--- src/rtl/fb_pkg.sv ---
// Shared types and screen geometry for the frame buffer pair and its
// swap controller.
package fb_pkg;

    typedef enum logic [1:0] {
        START  = 2'd0,
        RENDER = 2'd1,
        DONE   = 2'd2,
        SWAP   = 2'd3
    } fb_state_t;

    localparam int SCREEN_W_FULL = 1280;
    localparam int SCREEN_H_FULL = 720;
    localparam int SCREEN_W      = 320;
    localparam int SCREEN_H      = 180;
    localparam int PIXEL_WIDTH   = 16;

endpackage

--- src/rtl/frame_tick_gen.sv ---
// Swap-point detector: pulses once per video frame at pixel 0 of line SWAP_VCOUNT.
// Ports: hcount_in[10:0], vcount_in[9:0] from video_sig_gen; frame_tick_out.
module frame_tick_gen #(
    parameter int SWAP_VCOUNT = 720
) (
    input  logic [10:0] hcount_in,
    input  logic [9:0]  vcount_in,
    output logic        frame_tick_out
);

    localparam logic [9:0] SWAP_LINE = 10'(SWAP_VCOUNT);

    assign frame_tick_out = (hcount_in == 11'd0) && (vcount_in == SWAP_LINE);

endmodule

--- src/rtl/fb_swap_controller.sv ---
// Double-buffer sequencer: gates raycaster writes into the back buffer and
// swaps buffers in vertical blanking once a render is complete.
// Ports: pixel_clk_in, rst_in (sync, active-high), hcount_in, vcount_in,
// ray_valid_in, ray_last_pixel_in, ray_ready_out, fb_we_out,
// render_start_out, buf_sel_out, swap_out, repeat_count_out, state_out.
module fb_swap_controller
    import fb_pkg::*;
#(
    parameter int FULL_SCREEN_WIDTH  = SCREEN_W_FULL,
    parameter int FULL_SCREEN_HEIGHT = SCREEN_H_FULL,
    parameter int SWAP_VCOUNT        = FULL_SCREEN_HEIGHT,
    parameter int REPEAT_W           = 8
) (
    input  logic                pixel_clk_in,
    input  logic                rst_in,
    input  logic [10:0]         hcount_in,
    input  logic [9:0]          vcount_in,
    input  logic                ray_valid_in,
    input  logic                ray_last_pixel_in,
    output logic                ray_ready_out,
    output logic                fb_we_out,
    output logic                render_start_out,
    output logic                buf_sel_out,
    output logic                swap_out,
    output logic [REPEAT_W-1:0] repeat_count_out,
    output logic [1:0]          state_out
);

    // The swap line must lie in blanking and fit the video counters.
    if ((SWAP_VCOUNT < FULL_SCREEN_HEIGHT) || (SWAP_VCOUNT > 1023) ||
        (FULL_SCREEN_WIDTH > 2048)) begin : g_bad_cfg
        $error("fb_swap_controller: SWAP_VCOUNT outside blanking");
    end

    fb_state_t             state;
    logic                  buf_sel;
    logic [REPEAT_W-1:0]   repeat_cnt;
    logic                  frame_tick;
    logic                  last_accepted;

    frame_tick_gen #(
        .SWAP_VCOUNT(SWAP_VCOUNT)
    ) u_tick (
        .hcount_in     (hcount_in),
        .vcount_in     (vcount_in),
        .frame_tick_out(frame_tick)
    );

    assign ray_ready_out = (state == RENDER);
    assign fb_we_out     = ray_valid_in & ray_ready_out;
    assign last_accepted = fb_we_out & ray_last_pixel_in;

    // State is already START while reset is held; the start pulse must only
    // appear once the raycaster is out of reset.
    assign render_start_out = ~rst_in & ((state == START) | (state == SWAP));
    assign swap_out         = (state == SWAP);
    assign buf_sel_out      = buf_sel;
    assign repeat_count_out = repeat_cnt;
    assign state_out        = state;

    always_ff @(posedge pixel_clk_in) begin
        if (rst_in) begin
            state      <= START;
            buf_sel    <= 1'b0;
            repeat_cnt <= '0;
        end else begin
            unique case (state)
                START: state <= RENDER;
                RENDER: begin
                    if (last_accepted && frame_tick) begin
                        // Last pixel lands in the old back buffer, then swap.
                        state   <= SWAP;
                        buf_sel <= ~buf_sel;
                    end else if (last_accepted) begin
                        state <= DONE;
                    end else if (frame_tick) begin
                        // Display shows the current front buffer again.
                        if (repeat_cnt != '1) begin
                            repeat_cnt <= repeat_cnt + REPEAT_W'(1);
                        end
                    end
                end
                DONE: begin
                    if (frame_tick) begin
                        state   <= SWAP;
                        buf_sel <= ~buf_sel;
                    end
                end
                SWAP: state <= RENDER;
                default: state <= START;
            endcase
        end
    end

endmodule

--- config.mk ---
export PLATFORM = sky130hd
export DESIGN_NAME = fb_swap_controller
export DESIGN_NICKNAME = d
export VERILOG_FILES = /design/src/rtl/fb_pkg.sv /design/src/rtl/frame_tick_gen.sv /design/src/rtl/fb_swap_controller.sv
export SDC_FILE = /design/constraint.sdc
export NUM_CORES = 1
export LEC_CHECK = 0
export ABC_AREA = 1
export CAP_MARGIN = 25
export CORE_MARGIN = 10
export CORE_UTILIZATION = 59
export DETAILED_ROUTE_END_ITERATION = 10
export DONT_BUFFER_PORTS = 1
export GPL_TIMING_DRIVEN = 0
export PLACE_DENSITY = 0.75
export SYNTH_ARGS = -nofsm -noshare
export SYNTH_HDL_FRONTEND = slang
export SYNTH_HIERARCHICAL = 1
export SYNTH_SLANG_ARGS = --single-unit
--- constraint.sdc ---
create_clock -name pixel_clk_in -period 1.6 [get_ports pixel_clk_in]
set_input_delay 0.32 -clock pixel_clk_in [delete_from_list [all_inputs] [get_ports pixel_clk_in]]
set_output_delay 0.32 -clock pixel_clk_in [all_outputs]
set_load 0.01 [all_outputs]
# == After elaboration in Yosys (flattened, before gate mapping) ==
# Index checks and enable logic that the tools add are counted.
# word_totals
wordCells,36
n_memories,0
reg_bits,11
latchBits,0
in_bits,25
ramBits,0
out_inout_bits,15
mem_bits_ro,0
# classes
eq_ne,8
shift,0
multipliers,0
add_sub_neg,1
bitwise_logic,8
n_lt_le_gt_ge,0
n_reduce_logical,9
muxes,7
div,0
# ops
cell,n
11-bit logical NOT,1
10-bit equality test (second input constant),1
8-bit by 1-bit adder with 8-bit output (second input constant),1
8-bit != test (second input constant),1
2-bit 2-to-1 mux,3
2-bit case mux with 3 select lines,1
5-bit AND reduction,1
2-bit equality test (second input constant),2
1-bit NOT,4
1-bit bitwise AND,3
3-bit by 1-bit != test with 1-bit output (second input constant),1
3-bit AND reduction,1
2-bit by 1-bit equality test with 1-bit output (second input constant),1
1-bit logical AND,2
2-bit logical NOT,1
1-bit 2-to-1 mux,2
2-bit by 1-bit != test with 1-bit output (second input constant),1
2-bit != test (second input constant),1
1-bit case mux with 2 select lines,1
2-bit AND reduction,1
2-bit nonzero test,1
2-bit OR reduction,1
1-bit OR,1

# == Logic depth before layout (Yosys ltp) ==
# Gate-level depths: netlist of the first run.
# depth
depth_word,6
depth_mapped,12
depth_no_buf,12

# == Hierarchy ==
# The synthesis of the first run kept the hierarchy.
# modules_own_cells
module,seq_area_each_um2,n_inst,cells_each,area_per_inst_um2
fb_swap_controller,220.2,1,100,679.4
frame_tick_gen,0.0,1,21,88.8

# == Worst setup path after synthesis of the first run ==
# No wires, ideal clock.
# synth_timing
path_kind,register to register
startpoint,"register state[0], in the netlist state_out[0]"
endpoint,"register repeat_cnt[4], in the netlist repeat_count_out[4]"
setup_ps,113
path_stages_with_launch,7
path_slack_ps,251
arrival_time_ps,1236
period_less_slack_ps,1349
required_time_ps,1487
path_cell_list,dfxtp_1 ha_1 nand2_2 nor2_8 nand3_1 nor2_1 nor2_1
# synth_between
elab_chain_len,6
# synth_lines
element,line,text
start: declaration,fb_swap_controller.sv:35,fb_state_t state;
start signal: assignment,fb_swap_controller.sv:63,state <= START;
start signal: assignment,fb_swap_controller.sv:68,START: state <= RENDER;
start signal: assignment,fb_swap_controller.sv:72,state <= SWAP;
2-bit by 1-bit equality test with 1-bit output *,fb_swap_controller.sv:49,assign ray_ready_out = (state == RENDER);
net ray_ready_out,fb_swap_controller.sv:20,"output logic ray_ready_out,"
1-bit bitwise AND,fb_swap_controller.sv:50,assign fb_we_out = ray_valid_in & ray_ready_out;
1-bit bitwise AND,fb_swap_controller.sv:51,assign last_accepted = fb_we_out & ray_last_pixel_in;
1-bit logical AND,fb_swap_controller.sv:70,if (last_accepted && frame_tick) begin
1-bit NOT (no line),-,
5-bit AND reduction (no line) *,-,
end signal: assignment,fb_swap_controller.sv:79,repeat_cnt <= repeat_cnt + REPEAT_W'(1);
end: declaration,fb_swap_controller.sv:37,logic [REPEAT_W-1:0] repeat_cnt;
# The timed path passes the listed nets; every way through them passes the cells marked *.
# A chain may end at the register's enable or synchronous reset.

# == Final worst setup path of the first run ==
# layout_timing
startpoint,"register state[0], in the netlist state_out[0]"
endpoint,output port render_start_out
# layout_between
elab_chain_len,3
# layout_lines
element,line,text
2-bit equality test / 2-bit logical NOT (equally long branches),fb_swap_controller.sv:55,assign render_start_out = ~rst_in & ((state == START) | (state == SWAP));
1-bit OR *,fb_swap_controller.sv:55,
1-bit bitwise AND *,fb_swap_controller.sv:55,
end: declaration,fb_swap_controller.sv:22,"output logic render_start_out,"
# Every way passes the cells marked *; elsewhere a longest branch is shown, timed or not.

==> run_results.csv, run 1 <==
group,metric,value,unit
setup_path,rrSetupSlack,140,ps
global_routing,grt_max_degree,11,
timing,rsz0062_at_grt,"no",
logic_synthesis,avgSynthCellArea,6.349,µm²
logic_synthesis,syn_nets,150,
clock_tree,cts_buffers,3,
pwr,p_switching,0.2829,mW
global_routing,overflow,0,
pwr,powerDensity,906.7,mW/mm²
clock_tree,insertion_delay,280,ps
setup_path,endpoint_kind,"output port",
setup_path,reg2reg_to,"repeat_count_out[7]",
job,drv_cap,0,
die,io_pins,40,
hold_path,hold_path.class,"input pin to flop",
timing,tightest_slew,412.1,ps
logic_synthesis,yosysSeqAreaShare,28.66,%
setup_path,cp_max_fo,5,
drt,finalWirelength,1861,µm
pwr,p_leak,0.3784,nW
place,pre_cts_ws,40.60,ps
drt,drt_iter0_drc,14,
setup_path,reg2reg_from,"state_out[1]",
timing,setup_viol,0,
final_layout,n_antenna_cell,0,
setup_path,crit_cells,4,
timing,fin_skew,3.193,ps
drt,drc_errors,0,
setup_path,crit_chain,"inv_1 > ha_1 > inv_1 > nor2_2",
timing,slew_headroom,72.53,%
clock_tree,cts_tree,"done",
pwr,ir_worst_vdd,0.0004901,V
setup_path,setup.worst_path.start,"state_out[0]",
final_layout,seq_area,221.5,µm²
setup_path,start_kind,"flop",
final_layout,nets,155,
outcome,outcome,"finished clean",
pwr,p_int,0.4591,mW
setup_path,r2r_cells,8,
clock_tree,cts.clk_slew.worst_paths,80,ps
timing,fin_crit,1530,ps
final_layout,multi_input_area,485.5,µm²
pwr,sw_frac_of_total,38.13,%
die,dieArea,0.003146,mm²
timing,setup-tns-final,0,ps
global_routing,grt_usage,12.30,%
hold_path,hold_depth,2,
logic_synthesis,syn_inst,121,
setup_path,worstSetupPathType,"flop to output port",
setup_path,cp.required,1280,ps
die,fp-row-count,12,
drt,drtPass1Iterations,4,
drt,viasPerCell,5.317,
clock_tree,cts_root_buf,"clkbuf_4",
clock_tree,h-tree-depth,1,
global_routing,grt_pass1_wl,3305,µm
global_routing,grt_pass1_vias,768,
setup_path,worstPathArrival,1210,ps
pwr,seq_power_share,45.0,%
place,dp.cells,135,
final_layout,synthToLayoutAreaGrowth,6.515,%
final_layout,fin_cells,139,
logic_synthesis,synthDistinctLibCells,21,
timing,hold_viol_final,0,
setup_path,critPathTopFamily,"flip-flops",
pwr,pwr-share-comb,27.9,%
final_layout,finish.utilization,69.87,%
clock_tree,cts.sinks,11,
setup_path,cpPeakStageDelay,400,ps
setup_path,crit_path_top_delay_cell,"dfxtp_2",
timing,finalMaxSlewViolations,0,
setup_path,crit_buf_inv,2,
timing,fmax,0.6536,GHz
setup_path,crit_path_end,"render_start_out",
logic_synthesis,syn_area,768.2,µm²
drt,wl_per_cell,13.39,µm
die,start_util,65.60,%
timing,fin_hold_ws,407.9,ps
place,portBuffers,0,
drt,via_count,739,
pwr,clkPwrFrac,27.1,%
die,core_area,0.001171,mm²
setup_path,crit_path_frequent_cell,"inv_1",
global_routing,antenna_found_initial,0,
die,die_height,56.09,µm
final_layout,layout-drive-gt1-share,15.20,%
die,die_x,56.09,µm
logic_synthesis,synth_seq_cells,11,
timing,period_share,95.62,%
clock_tree,cts_buffer_depth,2,
logic_synthesis,ys_warn_count,6,
final_layout,fill_cells,122,
drt,postRouteAntennaNets,0,
timing,setup_ws,70.05,ps
place,place.gp.congestion,0.8008,
place,dp_hpwl,1532,µm
## cell usage after synthesis
master    instances  area, µm²
nor2_4            1      11.26
inv_1            14      52.55
a21oi_1           6      30.03
nor2_1           23      86.33
nor2_8            1      20.02
o21ai_0           2      10.01
a21oi_2           1      8.760
nand2_1          30      112.6
nand4_1           2      12.51
nand2_4           2      22.52
nor3_1            1      5.000
xor2_1            1      8.760
clkinv_1          1      3.750
inv_2             2      7.510
dfxtp_1          11      220.2
ha_1              4      50.05
nor2_2            4      25.02
nand2_2           2      12.51
nand3b_1          2      15.01
nand3_1          10      50.05
clkbuf_1          1      3.750
## state kept, by name (all words and copies together), names as in the netlist
| register | flops |
|---|---|
| state_out | 2 |
| buf_sel_out | 1 |
| repeat_count_out | 8 |
## per-stage QoR
stage	power [mW]	area [µm²]
2_1_floorplan	0.4958	768.2
3_3_place_gp	0.5269	785.8
3_5_place_dp	0.5364	785.8
4_1_cts	0.7412	813.3
5_1_grt	0.7944	818.3
6_report	0.7419	818.3
## final cells by class
cell class / instances / area share [%]
buffer: 1 / 0.4587
clock buffer: 4 / 3.211
inverter: 17 / 7.798
multi-input combinational: 92 / 59.33
sequential: 11 / 27.06
tap: 14 / 2.141
## power by group through the flow
| stage | clock, mW | sequential [mW] | combinational [mW] |
|---|---|---|---|
| 6_report | 0.201 | 0.334 | 0.207 |
| 5_1_grt | 0.221 | 0.336 | 0.237 |
| 4_1_cts | 0.208 | 0.333 | 0.199 |
| 3_5_place_dp | 0 | 0.338 | 0.199 |
| 3_3_place_gp | 0 | 0.337 | 0.190 |
| 2_1_floorplan | 0 | 0.331 | 0.165 |
## metal layers
metal | share of wire, % | GRT usage, %
met1 | 44 | 14.58
met2 | 46 | 18.43
met3 | 8.0 | 4.556
met4 | 1.5 | 6.826
met5 | 0 | 0
## kinds of logic after synthesis
kind of cell,share of synthesized area [%]
AND/OR/NAND/NOR,48.53
AO/OA/AOI/OAI,6.352
adder cells (fa/ha/maj),6.515
flip-flops,28.66
XOR/XNOR,1.140
buffers and inverters,8.794
## worst min path at each step
stage	start	end	slack, ps
after floorplan	repeat_count_out[1]	repeat_count_out[1]	510
after global placement	repeat_count_out[1]	repeat_count_out[1]	540
final	rst_in	repeat_count_out[5]	410
after detailed placement	repeat_count_out[1]	repeat_count_out[1]	540
after global routing	rst_in	repeat_count_out[3]	460
after CTS	rst_in	repeat_count_out[5]	390
## cell usage in the layout (no fill, tap or decap), drive strengths merged
| cell type | synthesis | routed |
|---|---|---|
| a21oi | 7 | 7 |
| clkbuf | 1 | 5 |
| clkinv | 1 | 1 |
| dfxtp | 11 | 11 |
| ha | 4 | 4 |
| inv | 16 | 16 |
| nand2 | 34 | 34 |
| nand3 | 10 | 10 |
| nand3b | 2 | 2 |
| nand4 | 2 | 2 |
| nor2 | 29 | 29 |
| nor3 | 1 | 1 |
| o21ai | 2 | 2 |
| xor2 | 1 | 1 |
## what timing repair did
| action | in CTS | in global routing |
|---|---|---|
| buffers inserted | 0 | 0 |
| gates resized for setup | 1 | 2 |
| pin swaps | 0 | 0 |
| setup endpoints to repair | 2 | 5 |
| hold buffers | 0 | 0 |
(Power assumes the default switching activity.)
==> run 2: changes to the inputs <==
--- a/config.mk
+++ b/config.mk
@@ -12,7 +12,9 @@
 export DETAILED_ROUTE_END_ITERATION = 10
 export DONT_BUFFER_PORTS = 1
 export GPL_TIMING_DRIVEN = 0
+export HOLD_SLACK_MARGIN = 0.08
 export PLACE_DENSITY = 0.75
+export REMOVE_ABC_BUFFERS = 1
 export SYNTH_ARGS = -nofsm -noshare
 export SYNTH_HDL_FRONTEND = slang
 export SYNTH_HIERARCHICAL = 1
==> run 2 against run 1 <==
  * First-iteration DRC count did not move
  * Sequential share of layout area increased by 0.24 points
  * Global-route usage fell by 0.75 points
  * Worst hold slack worse by 310 ps
  * Critical endpoint unchanged
  * Flip-flop and latch count unchanged
  * Non-clock buffer count is 1 lower
  * Count of clock-buffer cells in the layout is the same
  * Cell area is 0.31% lower
  * Maximum frequency up 2.2%
  * Die area is the same
  * Combinational power down 3%
==> run_results.csv, run 2 (synthesis results as in run 1) <==
group,metric,value,unit
timing,setup_viol,0,
final_layout,nets,154,
place,place.gp.congestion,0.8028,
die,die_height,56.09,µm
global_routing,grt_max_degree,11,
global_routing,grt_usage,11.54,%
clock_tree,cts_tree,"done",
clock_tree,cts.sinks,11,
die,start_util,65.60,%
pwr,p_leak,0.3775,nW
setup_path,start_kind,"flop",
final_layout,synthToLayoutAreaGrowth,6.189,%
timing,fin_hold_ws,97.47,ps
drt,finalWirelength,1852,µm
setup_path,crit_buf_inv,2,
setup_path,cp.required,1280,ps
final_layout,fin_cells,138,
final_layout,largest_reg_flops,8,
pwr,ir_worst_vdd,0.0009018,V
clock_tree,cts_buffers,3,
setup_path,reg2reg_from,"repeat_count_out[0]",
place,dp.cells,134,
final_layout,seq_area,222.7,µm²
final_layout,mostFrequentLayoutCells,"30 x nand2_1, 22 x nor2_1, 14 x inv_1",
die,core_area,0.001171,mm²
global_routing,grt_pass1_vias,739,
drt,viasPerCell,5.268,
drt,postRouteAntennaNets,0,
die,fp-row-count,12,
clock_tree,h-tree-depth,1,
die,io_pins,40,
timing,fin_skew,6.732,ps
final_layout,n_antenna_cell,0,
drt,drt_iter0_drc,14,
setup_path,crit_path_frequent_cell,"inv_1",
timing,period_share,93.56,%
clock_tree,cts_buffer_depth,2,
final_layout,layout-drive-gt1-share,16.13,%
setup_path,crit_path_end,"render_start_out",
hold_path,hold_path.class,"input pin to flop",
global_routing,antenna_found_initial,0,
clock_tree,cts_root_buf,"clkbuf_4",
timing,tightest_slew,286.9,ps
setup_path,worstPathArrival,1180,ps
setup_path,setup.worst_path.start,"state_out[0]",
setup_path,cpPeakStageDelay,400,ps
setup_path,r2r_cells,8,
clock_tree,cts.clk_slew.worst_paths,80,ps
drt,via_count,727,
setup_path,critPathTopFamily,"flip-flops",
final_layout,fill_cells,115,
outcome,outcome,"finished clean",
timing,rsz0062_at_grt,"no",
setup_path,crit_cells,4,
setup_path,cp_max_fo,5,
global_routing,overflow,0,
timing,fmax,0.6680,GHz
final_layout,final_common_cell,"nand2_1",
drt,drtPass1Iterations,4,
final_layout,multi_input_area,485.5,µm²
setup_path,crit_chain,"inv_1 > ha_1 > inv_1 > nor2_2",
timing,slew_headroom,80.85,%
setup_path,reg2reg_to,"repeat_count_out[7]",
clock_tree,insertion_delay,270,ps
place,portBuffers,0,
setup_path,rrSetupSlack,160,ps
place,pre_cts_ws,74.89,ps
job,drv_cap,0,
timing,setup_ws,103.0,ps
timing,fin_crit,1497,ps
setup_path,crit_path_top_delay_cell,"dfxtp_2",
setup_path,worstSetupPathType,"flop to output port",
place,dp_hpwl,1484,µm
die,die_x,56.09,µm
pwr,powerDensity,899.4,mW/mm²
global_routing,grt_pass1_wl,3132,µm
timing,hold_viol_final,0,
drt,wl_per_cell,13.42,µm
drt,drc_errors,0,
setup_path,endpoint_kind,"output port",
timing,finalMaxSlewViolations,0,
die,dieArea,0.003146,mm²
clock_tree,post_cts_buffers,0,
timing,setup-tns-final,0,ps
==> run 2: final cells by class <==
type                            instances  area share, %
Multi-Input combinational cell         92          59.51
Inverter                               17          7.822
Clock buffer                            4          3.221
Tap cell                               14          2.147
Sequential cell                        11          27.30
==> run 2: metrics by stage <==
stage	utilization, %	total power, mW	area [µm²]
floorplan	-	0.4931	764.5
global placement	66.77	0.5230	782.0
detailed placement	66.77	0.5296	782.0
CTS	69.12	0.7249	809.5
global route	69.66	0.7923	815.8
finish	69.66	0.7337	815.8
==> run 2: where the power goes <==
part           internal [mW]  switching, mW
clock network         0.0965         0.0980
logic                 0.0644          0.137
registers              0.299         0.0389
==> run 2: worst min path at each step <==
stage            from                  end  slack (ps)  cells after the start
2_1_floorplan  rst_in  repeat_count_out[3]         380                      1
3_3_place_gp   rst_in  repeat_count_out[3]         380                      1
3_5_place_dp   rst_in  repeat_count_out[3]         390                      1
4_1_cts        rst_in  repeat_count_out[3]          90                      1
5_1_grt        rst_in  repeat_count_out[3]          80                      1
6_report       rst_in  repeat_count_out[3]         100                      1
==> run 2: timing repair <==
action,in CTS,in global routing
endpoints found under the hold margin,0,0
hold buffers,0,0
resized for setup,1,3
setup endpoints to repair,1,7
==> run 2: metal layers <==
| metal | track usage, % | vias up | wire, µm |
|---|---|---|---|
| met5 | 0 | - | 0 |
| met3 | 4.556 | 0 | 160 |
| met1 | 13.46 | 314 | 848 |
| met2 | 18.90 | 32 | 842 |
| li1 | - | 381 | - |
| met4 | 3.072 | 0 | 0 |
